$ cat src/rtl/pixel_scan_gen.sv
// Raster scan initiator: walks h/v counters, streams linear pixel addresses, and
// re-aligns sync/blank with the colour index returned by the render chain.
module pixel_scan_gen #(
  parameter int H_VISIBLE = 640,
  parameter int H_FRONT   = 16,
  parameter int H_SYNC    = 96,
  parameter int H_BACK    = 48,
  parameter int V_VISIBLE = 480,
  parameter int V_FRONT   = 10,
  parameter int V_SYNC    = 2,
  parameter int V_BACK    = 33,
  parameter int PIPE_LAT  = 2
) (
  input  logic        clk,
  input  logic        resetn,
  input  logic        pix_en,
  output logic [18:0] address,
  output logic        addr_valid,
  input  logic [7:0]  qin,
  output logic [7:0]  pixel_idx,
  output logic        hsync,
  output logic        vsync,
  output logic        blank_n,
  output logic        frame_tick
);

  localparam int H_TOTAL = H_VISIBLE + H_FRONT + H_SYNC + H_BACK;
  localparam int V_TOTAL = V_VISIBLE + V_FRONT + V_SYNC + V_BACK;
  localparam int HW = $clog2(H_TOTAL);
  localparam int VW = $clog2(V_TOTAL);

  localparam logic [HW-1:0] H_LAST   = HW'(H_TOTAL - 1);
  localparam logic [HW-1:0] H_VIS    = HW'(H_VISIBLE);
  localparam logic [HW-1:0] HS_START = HW'(H_VISIBLE + H_FRONT);
  localparam logic [HW-1:0] HS_END   = HW'(H_VISIBLE + H_FRONT + H_SYNC);
  localparam logic [VW-1:0] V_LAST   = VW'(V_TOTAL - 1);
  localparam logic [VW-1:0] V_VIS    = VW'(V_VISIBLE);
  localparam logic [VW-1:0] VS_START = VW'(V_VISIBLE + V_FRONT);
  localparam logic [VW-1:0] VS_END   = VW'(V_VISIBLE + V_FRONT + V_SYNC);

  logic [HW-1:0] h_cnt, h_nxt;
  logic [VW-1:0] v_cnt, v_nxt;
  logic          started;
  logic          wrap;
  logic          vis_nxt;
  logic [18:0]   addr_nxt;

  logic          hs_raw, vs_raw;
  logic [PIPE_LAT:1]   hs_sr, vs_sr, bl_sr;
  logic [PIPE_LAT-1:0] bl_tap;

  // The first enabled tick after reset only presents pixel (0,0); counting starts after it.
  always_comb begin
    h_nxt = h_cnt;
    v_nxt = v_cnt;
    wrap  = 1'b0;
    if (started) begin
      if (h_cnt == H_LAST) begin
        h_nxt = '0;
        if (v_cnt == V_LAST) begin
          v_nxt = '0;
          wrap  = 1'b1;
        end else begin
          v_nxt = v_cnt + VW'(1);
        end
      end else begin
        h_nxt = h_cnt + HW'(1);
      end
    end
  end

  assign vis_nxt = (h_nxt < H_VIS) && (v_nxt < V_VIS);

  // Stepping only off visible pixels leaves the address parked at the next line's base.
  assign addr_nxt = wrap ? 19'd0 : address + {18'd0, addr_valid};

  always_ff @(posedge clk or negedge resetn) begin
    if (!resetn) begin
      h_cnt      <= '0;
      v_cnt      <= '0;
      started    <= 1'b0;
      address    <= 19'd0;
      addr_valid <= 1'b0;
      frame_tick <= 1'b0;
    end else begin
      frame_tick <= pix_en & wrap;
      if (pix_en) begin
        started    <= 1'b1;
        h_cnt      <= h_nxt;
        v_cnt      <= v_nxt;
        address    <= addr_nxt;
        addr_valid <= vis_nxt;
      end
    end
  end

  assign hs_raw = !((h_cnt >= HS_START) && (h_cnt < HS_END));
  assign vs_raw = !((v_cnt >= VS_START) && (v_cnt < VS_END));

  // Tap 0 is the undelayed blank; tap k is shift stage k.
  always_comb begin
    bl_tap    = '0;
    bl_tap[0] = addr_valid;
    for (int i = 1; i < PIPE_LAT; i++) bl_tap[i] = bl_sr[i];
  end

  // Final stage drives the sync/blank outputs; pixel_idx is captured on the same tick
  // from the stage before it, so all four outputs describe the same pixel.
  always_ff @(posedge clk or negedge resetn) begin
    if (!resetn) begin
      hs_sr     <= '1;
      vs_sr     <= '1;
      bl_sr     <= '0;
      pixel_idx <= 8'h00;
    end else if (pix_en) begin
      hs_sr[1] <= hs_raw;
      vs_sr[1] <= vs_raw;
      bl_sr[1] <= addr_valid;
      for (int i = 2; i <= PIPE_LAT; i++) begin
        hs_sr[i] <= hs_sr[i-1];
        vs_sr[i] <= vs_sr[i-1];
        bl_sr[i] <= bl_sr[i-1];
      end
      pixel_idx <= bl_tap[PIPE_LAT-1] ? qin : 8'h00;
    end
  end

  assign hsync   = hs_sr[PIPE_LAT];
  assign vsync   = vs_sr[PIPE_LAT];
  assign blank_n = bl_sr[PIPE_LAT];

endmodule

$ cat config.mk
export PLATFORM = sky130hd
export DESIGN_NAME = pixel_scan_gen
export DESIGN_NICKNAME = d
export VERILOG_FILES = /design/src/rtl/pixel_scan_gen.sv
export SDC_FILE = /design/constraint.sdc
export NUM_CORES = 1
export LEC_CHECK = 0
export BUFFER_PORTS_ARGS = -buffer_cell sky130_fd_sc_hd__buf_2
export CAP_MARGIN = 15
export CORE_MARGIN = 3
export CORE_UTILIZATION = 34
export DETAILED_ROUTE_END_ITERATION = 10
export GPL_TIMING_DRIVEN = 0
export SKIP_LAST_GASP = 1
export SLEW_MARGIN = 30
export SYNTH_ARGS = -nofsm -noshare
export SYNTH_HDL_FRONTEND = slang
export SYNTH_SLANG_ARGS = --single-unit
$ cat constraint.sdc
create_clock -name clk -period 3.45 [get_ports clk]
set_input_delay 0.1725 -clock clk [delete_from_list [all_inputs] [get_ports clk]]
set_output_delay 0.1725 -clock clk [all_outputs]
set_load 0.01 [all_outputs]
After elaboration in Yosys (flattened, before gate mapping) --
Cells that the tools add are included.
Storage, ports and cells: register bits after elaboration 56, output and inout bits 32, logic and storage cells 37
Operators by class: add/subtract/negate cells 3, magnitude comparators 6, eq/ne operators 2, muxes and demuxes 10, bitwise gates (word level) 1, reduce and logical (&&, ||, !) cells 5
Operators with widths (count):
- $mux 10 | 5
- $add 10x1->10 const B | 2
- $eq 10x10->1 const B | 2
- $lt 10x10->1 const B | 2
- $lt 10x9->1 const B | 2
- $add 19x1->19 | 1
- $mux 19 | 1
- $ge 10x10->1 const B | 1
- $ge 10x9->1 const B | 1
- $mux 8 | 1
- $logic_and 1x1->1 | 3
- $mux 1 | 3
- $logic_not 1->1 | 2
- $and 1x1->1 | 1

Longest topological paths before layout --
word-level depth 6, gate-level depth with buffers 9, mapped depth without buffers 7

Worst setup path before layout --
Ideal clock, no wire load.
path type reg-to-reg, from reg h_cnt[0], to reg v_cnt[8], setup time 0.079 ns, data arrival time 1.879 ns, data required time 3.371 ns, path slack 1.491 ns, cell stages (with the launch flop) 9, path buffers 2, path through dfrtp_1 > ha_1 > and3_1 > clkbuf_2 > and4_1 > buf_4 > nand2_1 > or3b_1 > mux2i_1
Between the ends: cells in the longest elaborated chain, start to end 3
Ends and longest elaborated chain:
- start: declaration | RTL line 41 | logic [HW-1:0] h_cnt, h_nxt;
- start signal: assignment | RTL line 89 | h_cnt <= h_nxt;
- $eq 10x10->1 | RTL line 58 | if (h_cnt == H_LAST) begin
- $mux 10 | RTL line 58
- $mux 10 | RTL line 57 | if (started) begin
- end signal: assignment | RTL line 90 | v_cnt <= v_nxt;
- end: declaration | RTL line 42 | logic [VW-1:0] v_cnt, v_nxt;
No other way between the ends. A chain may end at the register's enable or synchronous reset.

Worst setup path in the final report --
Ends and elaborated chain as after synthesis.

==> impl_metrics.csv <==
group,metric,value,unit
place,place.gp.congestion,0.7726,
timing,hold_viol_final,0,
logic_synthesis,netlist_area,0.002910,mm²
timing,whs,0.09375,ns
final_layout,drive_gt1_share,19.89,%
clocking,numCtsBuffers,5,
routing,dr.pass1.iters,4,
clocking,ctsHoldBuffers,1,
routing,drtAntennaViolNets,0,
die,io_pins,43,
logic_synthesis,synth_edf_count,0,
logic_synthesis,syn_inst,312,
global_route,grt-ovfl-total,0,
worst_setup_path,crit-reg2reg-capture,"v_cnt[8]",
power_and_ir_drop,p_total,1.551,mW
outcome,status,"finished, final reports clean",
clocking,cts_tree,"yes",
clocking,clk_pin_slew,0.10,ns
die,dieArea,0.009706,mm²
power_and_ir_drop,vdd.ir_drop.worst,188.5,µV
min_path,holdPathStages,3,
worst_setup_path,start_kind,"flip-flop",
timing,rsz0062_at_grt,"no",
clocking,cts_setup_buffers,0,
routing,vias,2329,
final_layout,final-seq-area,0.001406,mm²
min_path,hp-class,"in2reg",
timing,max_freq,466.7,MHz
clocking,clockBufferDepth,2,
die,core-area,0.008258,mm²
worst_setup_path,critPathKind,"reg2reg",
worst_setup_path,r2r_cells,8,
worst_setup_path,r2r-start,"h_cnt[0]",
global_route,grt_max_degree,57,
logic_synthesis,synth_fp_nets,330,
global_route,grt_pass1_wl,10.63,mm
logic_synthesis,syn_avg_cell_area,9.328,µm²
global_route,track_usage,12.99,%
timing,fin_skew,0.01215,ns
power_and_ir_drop,p_per_area,457.2,mW/mm²
worst_setup_path,crit_required,3.70,ns
timing,post-route-min-period,2.143,ns
global_route,grt_antenna_before_repair,0,
min_path,hold_end,"pixel_idx[0]",
clocking,clkLatencyLatePin,0.31,ns
place,io_buffers,41,
final_layout,diodes,0,
timing,relSlewSlack,52.64,%
clocking,clock_sinks,56,
logic_synthesis,synth_cell_types,48,
logic_synthesis,yosys_warnings,0,
final_layout,area_growth,16.55,%
timing,report.final.setup_viol,0,
routing,drc,0,
logic_synthesis,ys.flop_type,"dfrtp_1",
final_layout,fill_cells,807,
logic_synthesis,async_flop_share,100.0,%
worst_setup_path,r2r_slack,1.31,ns
logic_synthesis,ys_ff_latch,56,
clocking,cts_resized,0,
die,rows,33,
logic_synthesis,synth_top_area_share,44.71,%
timing,fin_tns_setup,0,ns
final_layout,fin_nets,379,
logic_synthesis,ys_top_cells_by_area,"dfrtp_1 (45%), o21ai_0 (5.0%), dfstp_2 (3.6%), nand3_1 (3.6%), nor2_1 (3.6%)",
timing,finalCritPeriodShare,62.10,%
min_path,worst_hold_startpoint,"qin[0]",
timing,tightest_slew,0.7104,ns
routing,routed_wl,6.018,mm
logic_synthesis,ys_seq_area_share,48.32,%
routing,viasPerCell,4.987,
place,dp_hpwl,4.276,mm
power_and_ir_drop,p_leak,1.542,nW
clocking,htree_levels,2,
worst_setup_path,endpoint_kind,"flip-flop",
die,die_w,98.52,µm
global_route,grt_pass1_vias,2256,
die,die_y,98.52,µm
routing,drt-wirelength-per-cell,12.89,µm
final_layout,multi_input_area,0.001333,mm²
die,start_util,35.24,%
worst_setup_path,worstPathArrival,2.39,ns
worst_setup_path,critPathMaxFanout,8,
logic_synthesis,yosysTopAreaCell,"dfrtp_1",
run,cap_violations,0,
routing,drt_iter0_drc,124,
clocking,cts-root-buf,"clkbuf_8",
timing,slew_viol_final,0,
## logic make-up (layout without fill, tap and decap cells)
family                     count (synthesis)  count (layout)  synth area share, %
AOI/OAI and AO/OA                         53              53                10.28
xor gates and xnor gates                  21              21                6.320
adders and majority gates                  7               7                3.009
buffers and inverters                     39              89                5.890
DFF                                       56              56                48.32
muxes                                      6               6                2.278
and+or+nand+nor                          130             130                23.90
## worst max path at each step
stage | from | cells after the start | slack, ns | endpoint
2_1_floorplan | h_cnt[0] | 8 | 1.49 | v_cnt[8]
3_3_place_gp | addr_valid | 7 | 1.29 | address[18]
3_5_place_dp | h_cnt[0] | 8 | 1.29 | v_cnt[8]
4_1_cts | h_cnt[0] | 8 | 1.29 | v_cnt[8]
5_1_grt | addr_valid | 7 | 1.11 | address[18]
6_report | h_cnt[0] | 8 | 1.31 | v_cnt[8]
## synthesized netlist by cell type (5+ instances only)
master and instances:
nor3_1 9, nand2_1 27, nand4_1 9, nor2_1 28
mux2_2 5, or3_1 5, clkbuf_1 10, nand3_1 21
inv_1 21, dfrtp_1 52, ha_1 7, xnor2_1 10
and3_1 6, o21ai_0 29, xor2_1 11, a21oi_1 11
## cell type report
class | count | share of cell area, %
multi-input cells | 217 | 39.28
well taps | 105 | 3.873
repair buffers | 42 | 6.418
clock buffers | 6 | 2.139
inverters | 21 | 2.324
flip-flops and latches | 56 | 41.46
clock inverters | 2 | 1.771
plain buffers | 18 | 2.730
## cell usage in the layout (no fill, tap or decap), types with 10 or more instances in the layout
master / n
xor2_1: 11
a21oi_1: 11
inv_1: 21
buf_2: 44
nand2_1: 27
o21ai_0: 29
xnor2_1: 10
dfrtp_1: 52
nor2_1: 28
nand3_1: 21
clkbuf_1: 11
## critical path, cell delays in order, from the launching register on
cell	delay, ns
dfrtp_1	0.44
ha_1	0.24
and3_1	0.18
clkbuf_2	0.15
and4_1	0.21
buf_4	0.15
nand2_1	0.21
or3b_1	0.37
mux2i_1	0.13
## metrics by stage
step / utilization, % / cells / worst slack [ns] / area, µm²
after floorplan: - / 312 / 1.491 / 2910
after global placement: 39.32 / 458 / 1.285 / 3247
after detailed placement: 39.35 / 458 / 1.291 / 3249
after CTS: 41.08 / 467 / 1.292 / 3392
after global routing: 41.08 / 467 / 1.112 / 3392
final: 41.08 / 467 / 1.307 / 3392
## metal layers
layer	share of wire, %	routed length (µm)	GRT usage [%]
met1	47	2808	17.42
met2	47	2831	20.85
met3	4.3	258	2.265
met4	2.0	120	5.252
met5	0	0	0
## sequential cells by signal (all words and copies together), names as in the netlist
| signal | flops |
|---|---|
| address | 19 |
| h_cnt | 10 |
| v_cnt | 10 |
| pixel_idx | 8 |
| bl_sr | 2 |
| hs_sr | 2 |
| vs_sr | 2 |
| addr_valid | 1 |
| frame_tick | 1 |
| started | 1 |
## report_power, final
part | total [mW] | leakage (nW) | internal (mW) | switching (mW)
logic | 0.239 | 0.760 | 0.109 | 0.130
clock network | 0.501 | 0.0654 | 0.290 | 0.211
registers | 0.811 | 0.717 | 0.727 | 0.0834
total | 1.55 | 1.54 | 1.13 | 0.425
No activity file was read; power rests on OpenSTA's default activity.
